**src/rtl/accel_pkg.sv**
```systemverilog
// Constants and types shared by the systolic feeder and the PE array it drives.
// Holds the feeder FSM state type and the default array geometry.
package accel_pkg;

  localparam int ACCEL_N          = 4;
  localparam int ACCEL_DATA_WIDTH = 16;
  localparam int ACCEL_KW         = 8;

  typedef enum logic [2:0] {
    ST_IDLE  = 3'd0,
    ST_CLEAR = 3'd1,
    ST_FEED  = 3'd2,
    ST_DRAIN = 3'd3,
    ST_DONE  = 3'd4
  } feeder_state_e;

  // The last pushed step reaches PE(N-1,N-1) after 2N-2 stages and accumulates one edge later.
  function automatic int drain_cycles(input int n);
    return 2 * n - 1;
  endfunction

endpackage

```
**src/rtl/systolic_feeder_if.sv**
```systemverilog
// Step handshake bus of the systolic feeder: one column of A and one row of B per transfer.
// The producer side uses the master modport, the feeder uses the slave modport.
interface systolic_feeder_if
  import accel_pkg::*;
#(
  parameter int N          = ACCEL_N,
  parameter int DATA_WIDTH = ACCEL_DATA_WIDTH
) ();

  logic                    in_valid;
  logic                    in_ready;
  logic [N*DATA_WIDTH-1:0] in_a;
  logic [N*DATA_WIDTH-1:0] in_b;

  modport master (
    output in_valid,
    output in_a,
    output in_b,
    input  in_ready
  );

  modport slave (
    input  in_valid,
    input  in_a,
    input  in_b,
    output in_ready
  );

endinterface

```
**src/rtl/skew_delay_line.sv**
```systemverilog
// Chain of DEPTH registers with synchronous reset to zero, used to skew one array lane.
// DEPTH=0 is a plain wire; the common stage-0 register sits in front of every lane.
module skew_delay_line #(
  parameter int DEPTH      = 1,
  parameter int DATA_WIDTH = 16
) (
  input  logic                  clk,
  input  logic                  rst,
  input  logic [DATA_WIDTH-1:0] d_in,
  output logic [DATA_WIDTH-1:0] d_out
);

  if (DEPTH == 0) begin : g_wire
    logic unused_clk_rst;
    assign unused_clk_rst = clk ^ rst;
    assign d_out = d_in;
  end else begin : g_chain
    logic [DATA_WIDTH-1:0] stage_q [DEPTH];
    logic [DATA_WIDTH-1:0] stage_d [DEPTH];

    always_comb begin
      stage_d[0] = d_in;
      for (int i = 1; i < DEPTH; i++) begin
        stage_d[i] = stage_q[i-1];
      end
    end

    always_ff @(posedge clk) begin
      if (rst) begin
        for (int i = 0; i < DEPTH; i++) begin
          stage_q[i] <= '0;
        end
      end else begin
        for (int i = 0; i < DEPTH; i++) begin
          stage_q[i] <= stage_d[i];
        end
      end
    end

    assign d_out = stage_q[DEPTH-1];
  end

endmodule

```
**src/rtl/systolic_feeder.sv**
```systemverilog
// Feeds the west and north edges of an N x N systolic array with skewed k-steps and
// sequences clear/accumulate/done; FEEDER_PERF_EN adds a bubble counter output.
module systolic_feeder
  import accel_pkg::*;
#(
  parameter int N          = ACCEL_N,
  parameter int DATA_WIDTH = ACCEL_DATA_WIDTH,
  parameter int KW         = ACCEL_KW
) (
  input  logic                    clk,
  input  logic                    rst,
  input  logic                    start,
  input  logic [KW-1:0]           k_len,
  output logic                    busy,
  output logic                    done,
  systolic_feeder_if.slave        step_if,
  output logic [N*DATA_WIDTH-1:0] west_out,
  output logic [N*DATA_WIDTH-1:0] north_out,
  output logic                    acc_en,
  output logic                    array_clr
`ifdef FEEDER_PERF_EN
  ,
  output logic [15:0]             bubble_cnt
`endif
);

  localparam int DCW = (2 * N > 1) ? $clog2(2 * N) : 1;
  localparam logic [DCW-1:0] DRAIN_LAST = DCW'(drain_cycles(N) - 1);

  feeder_state_e           state_q, state_d;
  logic [KW-1:0]           k_len_q, k_len_d;
  logic [KW-1:0]           k_cnt_q, k_cnt_d;
  logic [KW-1:0]           k_cnt_inc;
  logic [DCW-1:0]          drain_cnt_q, drain_cnt_d;
  logic [N*DATA_WIDTH-1:0] stage_a_q, stage_a_d;
  logic [N*DATA_WIDTH-1:0] stage_b_q, stage_b_d;
  logic                    handshake;

  assign handshake = step_if.in_valid && (state_q == ST_FEED);
  assign k_cnt_inc = k_cnt_q + KW'(1);

  always_comb begin
    state_d     = state_q;
    k_len_d     = k_len_q;
    k_cnt_d     = k_cnt_q;
    drain_cnt_d = drain_cnt_q;
    // Non-handshake cycles push zeros so bubbles contribute nothing to the products.
    stage_a_d   = '0;
    stage_b_d   = '0;
    case (state_q)
      ST_IDLE: begin
        if (start) begin
          k_len_d = k_len;
          state_d = ST_CLEAR;
        end
      end
      ST_CLEAR: begin
        k_cnt_d     = '0;
        drain_cnt_d = '0;
        state_d     = (k_len_q != '0) ? ST_FEED : ST_DONE;
      end
      ST_FEED: begin
        if (handshake) begin
          stage_a_d = step_if.in_a;
          stage_b_d = step_if.in_b;
          k_cnt_d   = k_cnt_inc;
          if (k_cnt_inc == k_len_q) begin
            state_d = ST_DRAIN;
          end
        end
      end
      ST_DRAIN: begin
        drain_cnt_d = drain_cnt_q + DCW'(1);
        if (drain_cnt_q == DRAIN_LAST) begin
          state_d = ST_DONE;
        end
      end
      ST_DONE: begin
        state_d = ST_IDLE;
      end
      default: begin
        state_d = ST_IDLE;
      end
    endcase
  end

  always_ff @(posedge clk) begin
    if (rst) begin
      state_q     <= ST_IDLE;
      k_len_q     <= '0;
      k_cnt_q     <= '0;
      drain_cnt_q <= '0;
      stage_a_q   <= '0;
      stage_b_q   <= '0;
    end else begin
      state_q     <= state_d;
      k_len_q     <= k_len_d;
      k_cnt_q     <= k_cnt_d;
      drain_cnt_q <= drain_cnt_d;
      stage_a_q   <= stage_a_d;
      stage_b_q   <= stage_b_d;
    end
  end

  assign busy             = (state_q != ST_IDLE);
  assign done             = (state_q == ST_DONE);
  assign array_clr        = (state_q == ST_CLEAR);
  assign acc_en           = (state_q == ST_FEED) || (state_q == ST_DRAIN);
  assign step_if.in_ready = (state_q == ST_FEED);

  // Lane i adds i registers behind stage 0, so PE(r,c) sees A[r][k] and B[k][c] together.
  for (genvar i = 0; i < N; i++) begin : g_lane
    skew_delay_line #(
      .DEPTH      (i),
      .DATA_WIDTH (DATA_WIDTH)
    ) u_west (
      .clk   (clk),
      .rst   (rst),
      .d_in  (stage_a_q[i*DATA_WIDTH +: DATA_WIDTH]),
      .d_out (west_out[i*DATA_WIDTH +: DATA_WIDTH])
    );

    skew_delay_line #(
      .DEPTH      (i),
      .DATA_WIDTH (DATA_WIDTH)
    ) u_north (
      .clk   (clk),
      .rst   (rst),
      .d_in  (stage_b_q[i*DATA_WIDTH +: DATA_WIDTH]),
      .d_out (north_out[i*DATA_WIDTH +: DATA_WIDTH])
    );
  end

`ifdef FEEDER_PERF_EN
  logic [15:0] bubble_q, bubble_d;

  always_comb begin
    bubble_d = bubble_q;
    if (state_q == ST_CLEAR) begin
      bubble_d = '0;
    end else if ((state_q == ST_FEED) && !step_if.in_valid && (bubble_q != 16'hFFFF)) begin
      bubble_d = bubble_q + 16'd1;
    end
  end

  always_ff @(posedge clk) begin
    if (rst) begin
      bubble_q <= '0;
    end else begin
      bubble_q <= bubble_d;
    end
  end

  assign bubble_cnt = bubble_q;
`endif

endmodule

```
**src/flat_wrapper.sv**
```systemverilog
// flat-port wrapper written by rule: the top's interface ports become plain ports
module systolic_feeder_flat import accel_pkg::*;
#(
  parameter int N          = ACCEL_N,
  parameter int DATA_WIDTH = ACCEL_DATA_WIDTH,
  parameter int KW         = ACCEL_KW
)
  (clk, rst, start, k_len, busy, done, west_out, north_out, acc_en, array_clr, step_if_in_valid, step_if_in_a, step_if_in_b, step_if_in_ready);
  systolic_feeder_if #(.N(N), .DATA_WIDTH(DATA_WIDTH)) step_if_i ();
  input  logic clk;
  input  logic rst;
  input  logic start;
  input  logic [KW-1:0] k_len;
  output logic busy;
  output logic done;
  output logic [N*DATA_WIDTH-1:0] west_out;
  output logic [N*DATA_WIDTH-1:0] north_out;
  output logic acc_en;
  output logic array_clr;
  input wire logic [$bits(step_if_i.in_valid)-1:0] step_if_in_valid;
  input wire logic [$bits(step_if_i.in_a)-1:0] step_if_in_a;
  input wire logic [$bits(step_if_i.in_b)-1:0] step_if_in_b;
  output wire logic [$bits(step_if_i.in_ready)-1:0] step_if_in_ready;
  assign step_if_i.in_valid = step_if_in_valid;
  assign step_if_i.in_a = step_if_in_a;
  assign step_if_i.in_b = step_if_in_b;
  assign step_if_in_ready = step_if_i.in_ready;
  systolic_feeder #(.N(N), .DATA_WIDTH(DATA_WIDTH), .KW(KW)) u_core (.clk(clk), .rst(rst), .start(start), .k_len(k_len), .busy(busy), .done(done), .step_if(step_if_i), .west_out(west_out), .north_out(north_out), .acc_en(acc_en), .array_clr(array_clr));
endmodule
```
**config.mk**
```make
export PLATFORM = sky130hd
export DESIGN_NAME = systolic_feeder_flat
export DESIGN_NICKNAME = d
export VERILOG_FILES = /design/src/rtl/accel_pkg.sv /design/src/rtl/systolic_feeder_if.sv /design/src/rtl/skew_delay_line.sv /design/src/rtl/systolic_feeder.sv /design/src/flat_wrapper.sv
export SDC_FILE = /design/constraint.sdc
export NUM_CORES = 1
export LEC_CHECK = 0
export BUFFER_PORTS_ARGS = -buffer_cell sky130_fd_sc_hd__buf_2
export CAP_MARGIN = 10
export CORE_ASPECT_RATIO = 0.5
export CORE_MARGIN = 2
export CORE_UTILIZATION = 53
export CTS_BUF_LIST = sky130_fd_sc_hd__clkbuf_4 sky130_fd_sc_hd__clkbuf_8
export DETAILED_ROUTE_END_ITERATION = 16
export GPL_ROUTABILITY_DRIVEN = 0
export PLACE_DENSITY_LB_ADDON = 0.1
export RECOVER_POWER = 100
export SLEW_MARGIN = 5
export SYNTH_ARGS = -nofsm -noshare
export SYNTH_HDL_FRONTEND = slang
export SYNTH_SLANG_ARGS = --single-unit
```
**constraint.sdc**
```tcl
create_clock -name clk -period 2 [get_ports clk]
set_input_delay 0.1 -clock clk [delete_from_list [all_inputs] [get_ports clk]]
set_output_delay 0.1 -clock clk [all_outputs]
set_load 0.02 [all_outputs]
```
==> key figures <==
Pwr
  – Pwr per Cell Area: roughly 990 nW/um^2
  – Leak Pwr: 0.005680 uW
  – Peak VDD IR: between 600 and 700 uV

Synthesis
  – Netlist cell types: 42
  – Cells after Synth: roughly 840
  – Ys Warns: 0
  – Synth Area in Adders: less than 1%
  – Synth async-reset ratio: 0%
  – Top-count cell post-synth: dfxtp_1
  – Post-synth top cells: 342 x dfxtp_1, 195 x nor2b_1, 130 x and2_1, 24 x clkbuf_1, 23 x nand2_1
  – Post-Synth XOR/XNOR Area: 0.8018%
  – Syn Nets: 979
  – Synth Flop Type: dfxtp_1
  – Mapped Area: about 9800 um^2
  – Simple-gate share of the synthesized area: between 20% and 30%
  – Post-synthesis mux area share: less than 1%
  – Compound-cell area share of the yosys netlist: under 10%
  – Largest family of logic cells by synthesized area: simple AND/OR/NAND/NOR gates
  – Avg Cell Area, Syn: between 10 and 15 um^2
  – Sequential area share after synthesis: 69.64%
  – EDFF count, synth: 0
  – Main area contributors after synthesis: dfxtp_1 70%, nor2b_1 12%, and2_1 8.3%, a21oi_1 1.0%, clkbuf_1 0.92%
  – Yosys top cell area share: 69.64%
  – Post-synth top area cell: dfxtp_1
  – Synthesis-stage register bit count: approximately 340

Drt
  – DRC viols: 0
  – Final ANT Viol Nets: 0
  – Post-Route WL: ~22 mm
  – Via/cell ratio: between 4 and 5
  – Routed len/inst: between 10 and 15 um
  – Starting DRT DRC Count: 131
  – Routed via count: a little under 7000
  – 1st-pass router iterations: 4

Clock tree
  – Root Driver: clkbuf_8
  – Clock slew at reported path FFs: 0.08 ns
  – Clock sinks: about 340
  – Worst skew pair latency: 0.54 ns
  – Inserted Clock Buffers: 45
  – Setup repair bufs after CTS: 0
  – Clock Path Buffers: 3
  – # H-tree levels: 2
  – Clock tree from TritonCTS: built

Die
  – Die area: 19720 um^2
  – Die W: roughly 200 um
  – Starting Density: 53.70%
  – Core area: 18310 um^2
  – I/O Pins: approximately 270
  – # rows: 35
  – Die Y: around 100 um

STA
  – Worst Skew: 0.01694 ns
  – Setup tns final: 0 ns
  – Worst-Margin Slew: 1.004 ns
  – Final Hold Fails: 0
  – Fin. max-slew vios: 0
  – RSZ-0062 raised after global routing: no
  – Tmin final: around 1.8 ns
  – Max-slew headroom: roughly a third
  – Final setup viols: 0
  – Fmax: roughly 540 MHz
  – Final cycle utilization of the critical path: slightly above 90%

Setup path
  – Required time of the worst setup path: about 2.5 ns
  – Worst Setup End Kind: register
  – CP Launch Type: register
  – FF-to-FF path depth: 4
  – Reg2reg setup slack: 0.15 ns
  – FF-to-FF Start: u_core.state_q[0]$_SDFFE_PP0P_
  – Arrival time at the worst endpoint: approximately 2.3 ns
  – R2r endpoint: u_core.stage_a_q[15]$_SDFF_PP0_
  – CP startpoint: u_core.state_q[0]$_SDFFE_PP0P_
  – Crit path kind: reg2reg
  – CP max FO: 96

Global routing
  – GRT Overall Usage: 21.65%
  – GR Overflow Total: 0
  – First-pass GRT wire length: about 34 mm
  – Largest net degree at the start of global routing: 103
  – Initial antenna violation count: 1
  – Number of global-route vias before repair: 6795

Hold path
  – Min-Delay Startpoint: step_if_in_valid
  – Min-Delay Endpoint: u_core.k_cnt_q[1]$_SDFFE_PP0P_
  – Worst hold-check path type: in2reg
  – Cell count of the worst hold path: 4

Cells and area
  – Final Cell Area: roughly 14000 um^2
  – Area delta synth->final: 38.91%
  – NumNets Final: between 1000 and 1500
  – Layout cell share with drive strength beyond 1: 18.10%

Placed design
  – Placed Area: ~11000 um^2
  – PortBufs: 272
  – Post-DP HPWL: roughly 12 mm

Outcome
  – Outcome: finished, final reports clean

Job
  – Max-Cap Viols: 0
[power by group]
group	switching [uW]	internal, uW	total, uW	leakage (uW)
Combinational	364	430	794	0.00238
Sequential	54.3	6910	6970	0.00276
Clock	2430	3280	5710	0.000541
[layout make-up]
cell class | count | area [um^2]
clock buffers | 74 | 918.4
multi-input cells | 446 | 2773
flip-flops and latches | 342 | 6847
inverters | 3 | 11.26
repair buffers | 422 | 2696
clock inverters | 6 | 107.6
diodes | 1 | 2.502
fillers | 1313 | 4649
well taps | 240 | 300.3
[routing by layer]
metal / routed length (um) / track usage, % / part of all wire [%] / vias up
li1: - / - / - / 3448
met1: 9109 / 24.85 / 42 / 3087
met2: 10630 / 38.22 / 49 / 195
met3: 1287 / 7.292 / 6.0 / 55
met4: 560 / 7.750 / 2.6 / 0
met5: 0 / 0 / 0 / -
[sequential cells by signal (all words and copies together) (netlist names)]
signal	flops
u_core.drain_cnt_q	3
u_core.g_lane.u_north.g_chain.stage_q	96
u_core.g_lane.u_west.g_chain.stage_q	96
u_core.k_cnt_q	8
u_core.k_len_q	8
u_core.stage_a_q	64
u_core.stage_b_q	64
u_core.state_q	3
[cell usage in the layout (no fill, tap or decap), types with 20 or more instances in the layout]
master	count
and2_1	77
and2_0	52
clkbuf_1	131
dfxtp_1	342
buf_2	140
nor2b_1	195
nand2_1	22
clkbuf_8	58
dlygate4sd3_1	145
a21oi_1	20
[cell families after synthesis]
group / Yosys count
and+or+nand+nor: 393
DFF: 342
buffers and inverters: 48
AOI/OAI and AO/OA: 39
xor gates and xnor gates: 9
adders and majority gates: 4
muxes: 1
[worst max-delay path, stage by stage, from the launching register on]
cell and delay, ns:
dfxtp_1 0.40, nand4bb_2 0.52, nor2_4 0.28, buf_12 0.30, and2_0 0.22
[stage by stage]
| step | hold slack (ns) | worst slack (ns) | utilization (%) | total power (uW) | std cells |
|---|---|---|---|---|---|
| after global routing | 0.08020 | 0.03738 | 74.60 | 14010 | 1534 |
| after detailed placement | 0.3011 | 0.3993 | 62.15 | 7673 | 1308 |
| after floorplan | 0.2217 | 0.4981 | - | 7447 | 836 |
| after CTS | 0.05667 | 0.05808 | 75.69 | 13600 | 1533 |
| after global placement | 0.2988 | 0.4373 | 62.15 | 7659 | 1308 |
| final | 0.08822 | 0.1524 | 74.60 | 13480 | 1534 |
[worst max-delay path by stage]
stage	to	slack [ns]	cells after the start
after floorplan	u_core.state_q[0]$_SDFFE_PP0P_	0.50	5
after global placement	u_core.state_q[0]$_SDFFE_PP0P_	0.44	5
after detailed placement	u_core.state_q[0]$_SDFFE_PP0P_	0.40	5
after CTS	u_core.k_len_q[2]$_SDFFE_PP0P_	0.06	5
after global routing	u_core.stage_a_q[15]$_SDFF_PP0_	0.04	4
final	u_core.stage_a_q[15]$_SDFF_PP0_	0.15	4
[repair_timing]
item,in CTS,in global routing
resized for setup,0,3
hold endpoints to repair,145,0
hold buffers,145,0
setup endpoints to repair,0,8
Power figures use the tool's default switching activity.
